==> src/rtl/parking_controller_pkg.sv <==
// Shared constants for the four-slot car-park controller: slot count,
// display glyph codes and their seven-segment patterns {dp,g,f,e,d,c,b,a}.
package parking_controller_pkg;

    localparam int NUM_SLOTS  = 4;
    localparam int NUM_DIGITS = 5;

    // Codes 0..4 are the numerals themselves so counts map straight onto glyphs
    typedef enum logic [3:0] {
        G_0     = 4'd0,
        G_1     = 4'd1,
        G_2     = 4'd2,
        G_3     = 4'd3,
        G_4     = 4'd4,
        G_F     = 4'd5,
        G_U     = 4'd6,
        G_L     = 4'd7,
        G_DASH  = 4'd8,
        G_BLANK = 4'd9
    } glyph_e;

    localparam logic [7:0] SEG_0     = 8'h3F;
    localparam logic [7:0] SEG_1     = 8'h06;
    localparam logic [7:0] SEG_2     = 8'h5B;
    localparam logic [7:0] SEG_3     = 8'h4F;
    localparam logic [7:0] SEG_4     = 8'h66;
    localparam logic [7:0] SEG_F     = 8'h71;
    localparam logic [7:0] SEG_U     = 8'h3E;
    localparam logic [7:0] SEG_L     = 8'h38;
    localparam logic [7:0] SEG_DASH  = 8'h40;
    localparam logic [7:0] SEG_BLANK = 8'h00;

endpackage

==> src/rtl/parking_controller_seven_seg_encoder.sv <==
// Maps a 4-bit glyph code to an active-high seven-segment pattern; dp is never lit.
module seven_seg_encoder
    import parking_controller_pkg::*;
(
    input  logic [3:0] code,
    output logic [7:0] seg
);

    always_comb begin
        seg = SEG_BLANK;
        case (code)
            G_0:     seg = SEG_0;
            G_1:     seg = SEG_1;
            G_2:     seg = SEG_2;
            G_3:     seg = SEG_3;
            G_4:     seg = SEG_4;
            G_F:     seg = SEG_F;
            G_U:     seg = SEG_U;
            G_L:     seg = SEG_L;
            G_DASH:  seg = SEG_DASH;
            default: seg = SEG_BLANK;
        endcase
    end

endmodule

==> src/rtl/parking_controller.sv <==
// Four-slot car-park controller: slot occupancy register with exit-over-entry
// priority, door pulse, capacity/best-place indicators and a 5-digit scanned display.
module parking_controller
    import parking_controller_pkg::*;
#(
    parameter int SCAN_DIV = 1
) (
    input  logic       clk,
    input  logic       rst,
    input  logic       entry_sensor,
    input  logic       exit_sensor,
    input  logic [1:0] switch,
    output logic [3:0] parking_slots,
    output logic       door_open_light,
    output logic       full_light,
    output logic [2:0] capacity,
    output logic [2:0] best_place,
    output logic [7:0] sev_data,
    output logic [4:0] sev_sel
);

    localparam int DIV_W = (SCAN_DIV > 1) ? $clog2(SCAN_DIV) : 1;
    localparam logic [DIV_W-1:0] DIV_LAST = DIV_W'(SCAN_DIV - 1);

    logic [NUM_SLOTS-1:0] slots_q, slots_d;
    logic                 door_q, door_d;
    logic [DIV_W-1:0]     div_q, div_d;
    logic [2:0]           digit_q, digit_d;

    logic       full_c;
    logic [2:0] free_cnt_c;
    logic [2:0] best_place_c;
    logic [1:0] best_idx_c;
    logic [3:0] glyph_c;

    // Popcount of free slots and lowest-free priority encoder (scan high to low so lowest wins)
    always_comb begin
        free_cnt_c   = 3'd0;
        best_place_c = 3'd0;
        for (int i = NUM_SLOTS - 1; i >= 0; i--) begin
            if (!slots_q[i]) begin
                free_cnt_c   = free_cnt_c + 3'd1;
                best_place_c = 3'(i + 1);
            end
        end
        full_c     = (slots_q == '1);
        best_idx_c = 2'(best_place_c - 3'd1);
    end

    always_comb begin
        slots_d = slots_q;
        door_d  = 1'b0;
        if (exit_sensor) begin
            if (slots_q[switch]) begin
                slots_d[switch] = 1'b0;
                door_d          = 1'b1;
            end
        end else if (entry_sensor && !full_c) begin
            slots_d[best_idx_c] = 1'b1;
            door_d              = 1'b1;
        end
    end

    always_comb begin
        div_d   = div_q + DIV_W'(1);
        digit_d = digit_q;
        if (div_q == DIV_LAST) begin
            div_d   = '0;
            digit_d = (digit_q == 3'(NUM_DIGITS - 1)) ? 3'd0 : digit_q + 3'd1;
        end
    end

    always_ff @(posedge clk) begin
        if (rst) begin
            slots_q <= '0;
            door_q  <= 1'b0;
            div_q   <= '0;
            digit_q <= 3'd0;
        end else begin
            slots_q <= slots_d;
            door_q  <= door_d;
            div_q   <= div_d;
            digit_q <= digit_d;
        end
    end

    always_comb begin
        glyph_c = G_BLANK;
        case (digit_q)
            3'd0:    glyph_c = {1'b0, free_cnt_c};
            3'd1:    glyph_c = full_c ? G_DASH : {1'b0, best_place_c};
            3'd2:    glyph_c = full_c ? G_F : G_BLANK;
            3'd3:    glyph_c = full_c ? G_U : G_BLANK;
            3'd4:    glyph_c = full_c ? G_L : G_BLANK;
            default: glyph_c = G_BLANK;
        endcase
    end

    seven_seg_encoder u_seg (
        .code (glyph_c),
        .seg  (sev_data)
    );

    assign parking_slots   = slots_q;
    assign door_open_light = door_q;
    assign full_light      = full_c;
    assign capacity        = free_cnt_c;
    assign best_place      = best_place_c;
    assign sev_sel         = 5'b00001 << digit_q;

endmodule

==> config.mk <==
export PLATFORM = sky130hd
export DESIGN_NAME = parking_controller
export DESIGN_NICKNAME = d
export VERILOG_FILES = /design/src/rtl/parking_controller_pkg.sv /design/src/rtl/parking_controller_seven_seg_encoder.sv /design/src/rtl/parking_controller.sv
export SDC_FILE = /design/constraint.sdc
export NUM_CORES = 1
export LEC_CHECK = 0
export CAP_MARGIN = 10
export CELL_PAD_IN_SITES_DETAIL_PLACEMENT = 1
export CELL_PAD_IN_SITES_GLOBAL_PLACEMENT = 2
export CORE_MARGIN = 5
export CORE_UTILIZATION = 34
export DETAILED_ROUTE_END_ITERATION = 10
export DONT_BUFFER_PORTS = 1
export PLACE_DENSITY_LB_ADDON = 0.1
export SETUP_SLACK_MARGIN = 0.1
export SKIP_LAST_GASP = 1
export SYNTH_ARGS = -nofsm -noshare
export SYNTH_HDL_FRONTEND = slang
export SYNTH_SLANG_ARGS = --single-unit
==> constraint.sdc <==
create_clock -name clk -period 3.5 [get_ports clk]
set_input_delay 0.7 -clock clk [delete_from_list [all_inputs] [get_ports clk]]
set_output_delay 0.7 -clock clk [all_outputs]
set_load 0.02 [all_outputs]
==> impl_metrics.toml <==
[run_status]
outcome = "complete, no violations"

[clock_tree]
clock_path_buffers = 2
cts.sinks = 9
clockRootBuffer = "clkbuf_4"
tritoncts = "done"
path_clk_slew_ns = 0.06
htreeDepth = 1
clkLatencyLatePin_ns = 0.26
cts_made_buffers = 3

[placement]
hpwlAfterDp_um = 1960
place.gp.congestion = 0.737
io_buffer_count = 0

[critical_path]
critical_path_class = "reg -> out"
r2r-start = "digit_q[0]"
cp-end-kind = "primary output"
cp.required_ns = 2.80
worst_ep_arrival_time_ns = 2.56
cp-start-kind = "flop"
crit_fanout = 8
worstSetupStartpoint = "parking_slots[3]"

[logic_synthesis]
yosysWarnings = 0
yosys_register_bits = 9
synthCells = 117
syn_area_um2 = 912
syn_area_per_cell_um2 = 7.80
ys_seq_area_frac = 0.198
yosysUniqueCellTypes = 42

[route]
post_drt_wl_per_cell_um = 15.0
drt_iter0_markers = 27
vias = 864
dr.pass1.iters = 4
wirelength_um = 2380
viasPerCell = 5.47
remaining_drc_errors = 0
drtAntennaViolNets = 0

[power_and_ir_drop]
switching_share = 0.418
p_leak_nw = 0.428
pwr-share-comb = 0.504
total_power_mw = 0.388
p_switching_mw = 0.162
vdd_drop_max_uv = 242
pwr-share-seq = 0.292
intPower_mw = 0.226
powerDensity_nw_per_um2 = 359
p_clk_frac = 0.204

[global_routing]
grt_max_degree = 11
antenna_found_initial = 0
use_met2 = 0.230
grt_util_met1 = 0.179
grt_use_met3 = 0.0248
grt-ovfl-total = 0
grt.busiest_layer = "met2"
track_usage = 0.135
grt_pass1_wl_um = 3990
grt_pass1_vias = 875

[sta]
setup-violations-final = 0
clock_skew_ns = 0.00662
slew_violations = 0
worstMarginPinSlew_ns = 0.649
rsz0062_at_grt = "no"
slew_headroom = 0.564
fin_crit_ns = 3.26
tns_ns = 0
max_freq_ghz = 0.307
hold_viol = 0
period_share = 0.932

[floorplan]
start_util = 0.362
row_count = 18
fp.coreArea_um2 = 2520
io_pins = 31
die_w_um = 61.8
die_area_um2 = 3820
fp.dieH_um = 61.8

[final_layout]
antenna_cells = 0
layout-drive-gt1-share = 0.281
fillerInstances = 314
ff_latch_area_um2 = 184
final_nets = 144
area_growth_pct = 18.7
multi_input_area_um2 = 718

[hold_path]
min_from = "rst"
min_path_type = "in -> reg"

[run]
cap_viol_max_count = 0
## metrics by stage
stage / instance area (um^2) / utilization / setup WS, ns / cells / hold WS (ns)
finish: 1080 / 0.429 / 0.240 / 158 / 0.501
detailed placement: 1000 / 0.397 / 0.296 / 153 / 0.562
floorplan: 921 / - / 0.108 / 118 / 0.514
CTS: 1050 / 0.415 / 0.112 / 158 / 0.493
global route: 1080 / 0.429 / 0.109 / 158 / 0.490
global placement: 1000 / 0.397 / 0.389 / 153 / 0.553
## power groups by stage
stage	sequential, mW	combinational, mW	clock, mW
6_report	0.113	0.196	0.0793
4_1_cts	0.114	0.192	0.0828
3_5_place_dp	0.117	0.185	0
3_3_place_gp	0.116	0.181	0
5_1_grt	0.115	0.214	0.0874
2_1_floorplan	0.116	0.143	0
## worst max-delay path: stages, from the launching register on
cell and delay [ns]:
dfxtp_1 0.36, inv_1 0.11, ha_4 0.25, xnor2_2 0.14, ha_1 0.18, nor2b_2 0.16
xnor2_2 0.17, nand2_1 0.11, o311a_4 0.17, or3_1 0.43, a21oi_4 0.24
## cell families after synthesis
group	count (synthesis)	share of synthesized area
flip-flops	9	0.198
multiplexers	1	0.0288
AND/OR/NAND/NOR	45	0.280
XOR/XNOR	4	0.0631
adder cells (fa/ha/maj)	9	0.123
other	1	0.00411
buffers and inverters	14	0.0713
AO/OA/AOI/OAI	34	0.232
## area by class of cell
type | count | share of cell area
Multi-Input combinational cell | 95 | 0.664
Sequential cell | 9 | 0.170
Timing Repair Buffer | 11 | 0.0763
Tap cell | 30 | 0.0347
Inverter | 9 | 0.0312
Clock buffer | 4 | 0.0243
## path summary, 6_finish.rpt
check,end,slack (ns),cells past startpoint
setup / recovery,sev_data[0],0.24,10
hold reg to reg,digit_q[1],0.57,2
hold / removal,parking_slots[2],0.50,1
setup reg to reg,digit_q[1],2.10,6
## layout by cell type, fill, tap and decap left out, types with 2 or more instances in the layout
cell	count
o21ai_2	3
a21oi_1	10
ha_1	7
xnor2_2	3
buf_4	11
nor3_1	4
a31oi_1	2
inv_1	6
nand2_1	9
nor2_1	11
a22oi_1	2
conb_1	2
o21ai_1	2
inv_2	2
dfxtp_1	8
nand3_1	2
o21ai_0	6
or2_4	2
clkbuf_4	3
nand2b_1	3
nor2b_1	2
## sequential cells by signal, summed over array words and instances, names as in the netlist
signal,flops
parking_slots,4
digit_q,3
div_q,1
door_open_light,1
## metal layers
metal	vias up	part of all wire
met2	18	0.49
met3	0	0.065
met5	-	0
met1	411	0.44
li1	435	-
met4	0	0
## synth_stat cells (all sizes together)
master | instances | area share
a311oi | 1 | 0.0096
o21a | 1 | 0.0082
inv | 8 | 0.033
a22oi | 2 | 0.016
a31oi | 2 | 0.014
and3 | 2 | 0.021
nor3 | 4 | 0.022
buf | 5 | 0.034
and2 | 2 | 0.014
o311ai | 1 | 0.0096
a21boi | 1 | 0.0082
or2b | 1 | 0.0082
o21ai | 11 | 0.060
nand4b | 1 | 0.0096
nand2b | 3 | 0.021
nand3 | 3 | 0.022
nor3b | 1 | 0.0082
nand2 | 9 | 0.037
nand4 | 1 | 0.0069
a32oi | 1 | 0.0096
or3 | 1 | 0.0069
nor2b | 3 | 0.021
nand3b | 1 | 0.022
dfxtp | 9 | 0.20
conb | 1 | 0.0041
or2 | 2 | 0.016
o311a | 1 | 0.023
a21oi | 12 | 0.066
ha | 9 | 0.12
clkinv | 1 | 0.0041
xnor2 | 4 | 0.063
o22ai | 1 | 0.0069
nor2 | 11 | 0.045
mux4 | 1 | 0.029
## repair_timing
| action | CTS | global route |
|---|---|---|
| setup endpoints to repair | 2 | 6 |
| pin swaps | 1 | 0 |
| setup buffers | 1 | 0 |
| hold buffers | 0 | 0 |
| gates resized for setup | 2 | 9 |
Power figures use the tool's default switching activity.
